$ cat config.mk
export PLATFORM = sky130hd
export DESIGN_NAME = pipe_hazard_ctrl
export DESIGN_NICKNAME = d
export VERILOG_FILES = /design/src/rtl/pipe_hazard_ctrl_pkg.sv /design/src/rtl/pipe_hazard_ctrl_fwd_unit.sv /design/src/rtl/pipe_hazard_ctrl.sv
export SDC_FILE = /design/constraint.sdc
export NUM_CORES = 1
export LEC_CHECK = 0
export CORE_MARGIN = 4
export CORE_UTILIZATION = 40
export CTS_CLUSTER_DIAMETER = 50
export DETAILED_ROUTE_END_ITERATION = 6
export PLACE_DENSITY = 0.73
export SYNTH_ARGS = -nofsm -noshare
export SYNTH_HDL_FRONTEND = slang
export SYNTH_SLANG_ARGS = --single-unit
$ cat constraint.sdc
create_clock -name clk -period 2.01 [get_ports clk]
set_input_delay 0.603 -clock clk [delete_from_list [all_inputs] [get_ports clk]]
set_output_delay 0.603 -clock clk [all_outputs]
set_load 0.02 [all_outputs]
$ cat src/rtl/pipe_hazard_ctrl_pkg.sv
// Shared encodings for the pipeline hazard/forwarding controller.
// Latency: n/a (types and constants only).
// Backpressure: n/a.
package pipe_hazard_ctrl_pkg;

  // ALU operand / store-data source selects
  localparam logic [1:0] FWD_RF    = 2'b00;
  localparam logic [1:0] FWD_EXMEM = 2'b10;
  localparam logic [1:0] FWD_MEMWB = 2'b01;

  // Controller sequencing state
  typedef enum logic [1:0] {
    ST_RUN    = 2'd0,
    ST_DRAIN  = 2'd1,
    ST_HALTED = 2'd2
  } state_t;

endpackage

$ cat src/rtl/pipe_hazard_ctrl_fwd_unit.sv
// Combinational forwarding selects plus the ID-vs-EX register matches used for load-use detection.
// Latency: 0 cycles (purely combinational).
// Backpressure: none; outputs follow the pipeline register fields directly.
// Ports: ex_rs/ex_rt/mem_*/wb_* in -> fwd_a_sel, fwd_b_sel, fwd_store_data;
//        id_rs/id_rt/ex_rd in -> rs_ld_match, rt_ld_match.
module fwd_unit
  import pipe_hazard_ctrl_pkg::*;
#(
  parameter int REG_AW   = 4,
  parameter int ZERO_REG = 1
) (
  input  logic [REG_AW-1:0] ex_rs,
  input  logic [REG_AW-1:0] ex_rt,
  input  logic [REG_AW-1:0] ex_rd,
  input  logic [REG_AW-1:0] id_rs,
  input  logic [REG_AW-1:0] id_rt,
  input  logic [REG_AW-1:0] mem_rd,
  input  logic [REG_AW-1:0] mem_rt,
  input  logic              mem_regwrt,
  input  logic              mem_memread,
  input  logic              mem_is_store,
  input  logic [REG_AW-1:0] wb_rd,
  input  logic              wb_regwrt,
  output logic [1:0]        fwd_a_sel,
  output logic [1:0]        fwd_b_sel,
  output logic              fwd_store_data,
  output logic              rs_ld_match,
  output logic              rt_ld_match
);

  // Register 0 is never a real producer when it is hardwired to zero.
  function automatic logic reg_match(input logic [REG_AW-1:0] a, input logic [REG_AW-1:0] b);
    return (a == b) && !((ZERO_REG != 0) && (a == '0));
  endfunction

  // A load in EX/MEM has no data yet, so only non-load writers forward from there.
  function automatic logic [1:0] sel_src(input logic [REG_AW-1:0] src);
    if (mem_regwrt && !mem_memread && reg_match(src, mem_rd)) return FWD_EXMEM;
    else if (wb_regwrt && reg_match(src, wb_rd))              return FWD_MEMWB;
    else                                                      return FWD_RF;
  endfunction

  always_comb begin
    fwd_a_sel      = sel_src(ex_rs);
    fwd_b_sel      = sel_src(ex_rt);
    fwd_store_data = mem_is_store && wb_regwrt && reg_match(mem_rt, wb_rd);
    rs_ld_match    = reg_match(id_rs, ex_rd);
    rt_ld_match    = reg_match(id_rt, ex_rd);
  end

endmodule

$ cat src/rtl/pipe_hazard_ctrl.sv
// Hazard controller: forwarding, load-use stall, memory wait/timeout, branch flush, halt drain, stall counter.
// Latency: control outputs are combinational from inputs and state; hlt/perf counter are registered.
// Backpressure: memory wait freezes PC..EX/MEM and bubbles MEM/WB; load-use freezes PC/IF-ID for one cycle.
// Ports: ID/EX/MEM/WB register fields and control bits in; fwd selects, stage enables/flushes,
//        hlt, mem_timeout and perf_stall_cnt out.
module pipe_hazard_ctrl
  import pipe_hazard_ctrl_pkg::*;
#(
  parameter int REG_AW    = 4,
  parameter int ZERO_REG  = 1,
  parameter int MAX_WAIT  = 255,
  parameter int DRAIN_CYC = 3,
  parameter int CNT_W     = 16
) (
  input  logic              clk,
  input  logic              rst_n,
  input  logic [REG_AW-1:0] id_rs,
  input  logic [REG_AW-1:0] id_rt,
  input  logic              id_rs_used,
  input  logic              id_rt_used,
  input  logic              id_is_store,
  input  logic              id_hlt,
  input  logic              branch_taken,
  input  logic [REG_AW-1:0] ex_rs,
  input  logic [REG_AW-1:0] ex_rt,
  input  logic [REG_AW-1:0] ex_rd,
  input  logic              ex_memread,
  input  logic [REG_AW-1:0] mem_rd,
  input  logic [REG_AW-1:0] mem_rt,
  input  logic              mem_regwrt,
  input  logic              mem_memread,
  input  logic              mem_is_store,
  input  logic              mem_req,
  input  logic              mem_ready,
  input  logic [REG_AW-1:0] wb_rd,
  input  logic              wb_regwrt,
  output logic [1:0]        fwd_a_sel,
  output logic [1:0]        fwd_b_sel,
  output logic              fwd_store_data,
  output logic              pc_write,
  output logic              if_id_write,
  output logic              id_ex_write,
  output logic              ex_mem_write,
  output logic              if_id_flush,
  output logic              id_ex_bubble,
  output logic              mem_wb_bubble,
  output logic              hlt,
  output logic              mem_timeout,
  output logic [CNT_W-1:0]  perf_stall_cnt
);

  localparam int              DCW        = (DRAIN_CYC > 1) ? $clog2(DRAIN_CYC) : 1;
  localparam logic [DCW-1:0]  DRAIN_LAST = DCW'(DRAIN_CYC - 1);
  localparam logic [15:0]     WAIT_MAX   = 16'(MAX_WAIT);
  localparam logic [15:0]     WAIT_LAST  = 16'(MAX_WAIT - 1);

  state_t           state_q, state_d;
  logic [DCW-1:0]   drain_cnt_q, drain_cnt_d;
  logic [15:0]      wait_cnt_q, wait_cnt_d;
  logic             timeout_q, timeout_d;
  logic [CNT_W-1:0] stall_cnt_q, stall_cnt_d;

  logic rs_ld_match, rt_ld_match;
  logic memwait, loaduse;

  fwd_unit #(
    .REG_AW   (REG_AW),
    .ZERO_REG (ZERO_REG)
  ) u_fwd (
    .ex_rs          (ex_rs),
    .ex_rt          (ex_rt),
    .ex_rd          (ex_rd),
    .id_rs          (id_rs),
    .id_rt          (id_rt),
    .mem_rd         (mem_rd),
    .mem_rt         (mem_rt),
    .mem_regwrt     (mem_regwrt),
    .mem_memread    (mem_memread),
    .mem_is_store   (mem_is_store),
    .wb_rd          (wb_rd),
    .wb_regwrt      (wb_regwrt),
    .fwd_a_sel      (fwd_a_sel),
    .fwd_b_sel      (fwd_b_sel),
    .fwd_store_data (fwd_store_data),
    .rs_ld_match    (rs_ld_match),
    .rt_ld_match    (rt_ld_match)
  );

  assign memwait = mem_req && !mem_ready;
  // Store data is forwarded at MEM, so a store's rt never needs the stall.
  assign loaduse = ex_memread &&
                   ((id_rs_used && rs_ld_match) || (id_rt_used && !id_is_store && rt_ld_match));

  always_comb begin
    pc_write      = 1'b1;
    if_id_write   = 1'b1;
    id_ex_write   = 1'b1;
    ex_mem_write  = 1'b1;
    if_id_flush   = 1'b0;
    id_ex_bubble  = 1'b0;
    mem_wb_bubble = 1'b0;
    state_d       = state_q;
    drain_cnt_d   = drain_cnt_q;

    // Stage control by priority: halted > memwait > loaduse > drain > branch.
    if (state_q == ST_HALTED) begin
      pc_write     = 1'b0;
      if_id_write  = 1'b0;
      id_ex_write  = 1'b0;
      ex_mem_write = 1'b0;
    end else if (memwait) begin
      pc_write      = 1'b0;
      if_id_write   = 1'b0;
      id_ex_write   = 1'b0;
      ex_mem_write  = 1'b0;
      mem_wb_bubble = 1'b1;
    end else if (loaduse) begin
      pc_write     = 1'b0;
      if_id_write  = 1'b0;
      id_ex_bubble = 1'b1;
    end else if (state_q == ST_DRAIN) begin
      pc_write     = 1'b0;
      if_id_flush  = 1'b1;
      id_ex_bubble = 1'b1;
    end else if (branch_taken) begin
      // A branch seen during a stall is dropped; ID presents it again.
      if_id_flush = 1'b1;
    end

    case (state_q)
      ST_RUN: begin
        if (id_hlt && !memwait && !loaduse) begin
          state_d     = ST_DRAIN;
          drain_cnt_d = '0;
        end
      end
      ST_DRAIN: begin
        // Older stages only advance when memory is not holding them.
        if (!memwait) begin
          if (drain_cnt_q == DRAIN_LAST) state_d     = ST_HALTED;
          else                           drain_cnt_d = drain_cnt_q + 1'b1;
        end
      end
      default: state_d = ST_HALTED;
    endcase
  end

  always_comb begin
    wait_cnt_d = '0;
    if (memwait) wait_cnt_d = (wait_cnt_q == WAIT_MAX) ? wait_cnt_q : wait_cnt_q + 16'd1;
    // Raised during the MAX_WAIT-th consecutive wait cycle, then held.
    mem_timeout = timeout_q || (memwait && (wait_cnt_q == WAIT_LAST));
    timeout_d   = mem_timeout;

    stall_cnt_d = stall_cnt_q;
    if ((state_q != ST_HALTED) && !pc_write && (stall_cnt_q != {CNT_W{1'b1}}))
      stall_cnt_d = stall_cnt_q + 1'b1;
  end

  always_ff @(posedge clk or negedge rst_n) begin
    if (!rst_n) begin
      state_q     <= ST_RUN;
      drain_cnt_q <= '0;
      wait_cnt_q  <= '0;
      timeout_q   <= 1'b0;
      stall_cnt_q <= '0;
    end else begin
      state_q     <= state_d;
      drain_cnt_q <= drain_cnt_d;
      wait_cnt_q  <= wait_cnt_d;
      timeout_q   <= timeout_d;
      stall_cnt_q <= stall_cnt_d;
    end
  end

  assign hlt            = (state_q == ST_HALTED);
  assign perf_stall_cnt = stall_cnt_q;

endmodule
==> summary by stage <==
CTS
The later pin in the worst-skew pair is clocked with a latency of 290 ps. The total of hold buffers inserted after clock tree synthesis is 0. The root buffer cell is clkbuf_8.

The number of buffers between clock root and the deepest sink is 2. The number of clock buffers added by TritonCTS is 5. The clock tree synthesis step divided the H-tree into 2 levels.

TritonCTS built the clock tree. The number of sinks on the clock net is 37. Clock-pin slew was measured on the worst setup and hold paths at 70 ps.

Finish
The layout has slightly below 400 filler cells. Once layout is complete, the utilization of the core stands at 0.750. The net count of the finished layout is 440. In the final layout, the share of cells above drive strength 1 is 0.490. 0 antenna diodes ended up in the layout. The most frequent standard cell in the layout excluding fill and tap cells is buf_4. Compared with the post-synthesis result, the final layout area differs by 78.5%.

In the layout the commonest cells are 52 x buf_4, 37 x dfrtp_1, 28 x nor2_1.

Yosys
The number of unique standard cell types used by synthesis is 47. Yosys printed 0 warnings. The synthesized flop and latch total is 37. The net count after synthesis is 300. The count of mapped cells out of synthesis is 250.

The fraction of synthesis flops using an asynchronous set or reset pin is 1.00. After synthesis the cells add up to 2370 sq um. For this run, the leading register cell type out of synthesis is dfrtp_1. The per-instance average area after synthesis is between 9 and 10 sq um. The count of flip-flops with a built-in enable after synthesis is 0.

For this run, the register share of the synthesized area comes to 0.390.

Global route
The first global-routing pass estimated 11200 um of wire. The pin count of the biggest net entering global routing is 38. The initial antenna violation count is 0.

The via count of the first global-routing pass is 2347. The remaining global-route overflow is 0. Across every metal layer, demand over resource in global routing totals 0.196.

STA
The final count of hold timing violations is 0. The share of the clock period used by the worst path after layout is 1.16. Derived from the worst setup path, the maximum achievable clock frequency is 428 MHz. The final number of max-transition violations is 0.

The final setup skew is 4.98 ps. Setup repair after global routing could not meet its margin everywhere. At the pin with the least slew margin, the transition time is ~460 ps.

Setup violations remaining at the end of the flow were counted as 28. Setup slack on the critical path of the routed design comes to -328 ps. The worst path in the final design needs a cycle of 2340 ps, including I/O delays and setup. Measured against its own limit, the worst slew margin works out to 0.691. After routing, the total negative slack on setup checks comes to -3660 ps.

Route
The first detailed-routing pass ran for 4 iterations. Using the TritonRoute via totals, the vias-per-cell ratio works out to 5.11. In this run, the number of DRC markers left after iteration 0 of detailed routing was 70. The detail route stage leaves a number of antenna-violating nets equal to 0.

The total length of routed wires is 7400 um. After detailed routing, the average wire length per cell comes to approximately 16 um. Detailed routing inserted a total of 2361 vias. For this run, design rule violations remaining after detail routing come to 0.

Setup path
The worst setup path is captured at an output port. The start-to-end type of the worst setup path is input port to output port. The required time at the worst-slack endpoint is approximately 1400 ps. STA classifies the critical path startpoint as an input port.

At the worst endpoint, the arrival time is about 1700 ps. Of all nets on the critical path, the largest fanout is 3.

Floorplan
The initial utilization of the core area, before any placement, comes to 0.420. In this run the standard cell core region covers around 5600 sq um. The die is 85.0 um wide. The count of boundary I/O pins is 76. Measured along the y axis, the die boundary spans 85.0 um. The floorplan has 27 rows.

The die area is 7230 sq um.

Power
The peak supply drop is around 0.00086 V. Dividing total power by cell area gives a power density of just over 800 nW/um^2. The leakage component of the power is 1.88 nW.

Placement
At the end of routability-driven placement, the weighted congestion stood at 0.839. The number of port buffers is 75. The placed wire-length estimate is ~4700 um.

Worst hold path
In this run the worst hold path is classified as flip-flop to flip-flop.

Outcome
The final reports fail on negative setup slack. The flow ran to the end, but the final reports show violations.

Flow run
Max-cap violations in this run came to 0.
-- worst paths after layout --
check                                  start  slack (ps)                end  depth (start not counted)
max in group asynchronous              rst_n         950  perf_stall_cnt[0]                          2
hold / removal                     timeout_q         490          timeout_q                          1
min in group asynchronous              rst_n         730          timeout_q                          2
hold reg to reg                    timeout_q         490          timeout_q                          1
setup reg to reg           perf_stall_cnt[1]          30  perf_stall_cnt[1]                          7
setup / recovery                    id_rs[0]        -330           pc_write                          7
-- critical path, cell delays in order --
cell and delay, ps:
buf_8 100, nor4_4 310, nor4_4 90, a22oi_2 220, nand2_2 160, nor2_4 130, buf_6 120
-- per-layer routing --
metal	vias up	global-route usage	share of wire	wire, um
met5	-	0	0	0
met4	0	0.0734	0.016	122
met3	7	0.0359	0.043	319
met2	66	0.324	0.51	3770
met1	1138	0.254	0.43	3190
li1	1150	-	-	-
-- cells by family after synthesis --
group,count (synthesis),synth area share
mux,6,0.0280
fa+ha+maj,5,0.0258
simple gates,124,0.299
buf+inv,11,0.0221
xor+xnor,48,0.177
flops,37,0.390
compound gates,19,0.0575
-- sequential cells by signal (all words and copies together) (netlist names) --
register        flops
state_q             2
perf_stall_cnt     16
drain_cnt_q         2
timeout_q           1
wait_cnt_q         16
-- Yosys cell counts, types with 3 or more instances --
master | count | area share
a21oi_1 | 6 | 0.013
inv_1 | 6 | 0.0095
nor3_1 | 15 | 0.032
nand3_1 | 12 | 0.025
dfrtp_1 | 37 | 0.39
nor3_2 | 8 | 0.034
and3_1 | 4 | 0.011
nor2b_1 | 3 | 0.0079
ha_1 | 4 | 0.021
nor2_1 | 36 | 0.057
nand2b_1 | 3 | 0.0079
xor2_1 | 31 | 0.11
nor4_2 | 3 | 0.016
nand4_1 | 6 | 0.016
xnor2_1 | 17 | 0.063
mux2_1 | 4 | 0.019
nand2_1 | 19 | 0.030
-- final cells by class --
class / count / area (sq um) / area share
Inverter: 7 / 26.3 / 0.00621
Tap cell: 72 / 90.1 / 0.0213
Timing Repair Buffer: 136 / 1240 / 0.293
Multi-Input combinational cell: 203 / 1870 / 0.441
Sequential cell: 37 / 926 / 0.219
Clock buffer: 7 / 86.3 / 0.0204
-- power breakdown --
group	total [mW]	switching, mW	internal, mW
clock network	0.519	0.247	0.272
logic	1.93	0.961	0.966
registers	1.02	0.138	0.879
total	3.46	1.35	2.12
-- what timing repair did --
action | in CTS | in global routing
endpoints found under the setup margin | 33 | 38
endpoints found under the hold margin | 0 | 0
resized for setup | 275 | 58
buffers inserted | 12 | 5
pin swaps | 56 | 30
cloned | 1 | 0
-- per-stage QoR --
| step | total power, mW | cells | hold slack, ps | instance area (sq um) | setup slack [ps] |
|---|---|---|---|---|---|
| 2_1_floorplan | 1.82 | 250 | 307 | 2460 | -160 |
| 3_3_place_gp | 2.54 | 440 | 454 | 3630 | -1190 |
| 3_5_place_dp | 2.56 | 440 | 456 | 3630 | -1250 |
| 4_1_cts | 3.34 | 457 | 494 | 4040 | -334 |
| 5_1_grt | 3.65 | 462 | 522 | 4230 | -395 |
| 6_report | 3.46 | 462 | 492 | 4230 | -328 |
Note: power is estimated with default switching activity, not from simulation.
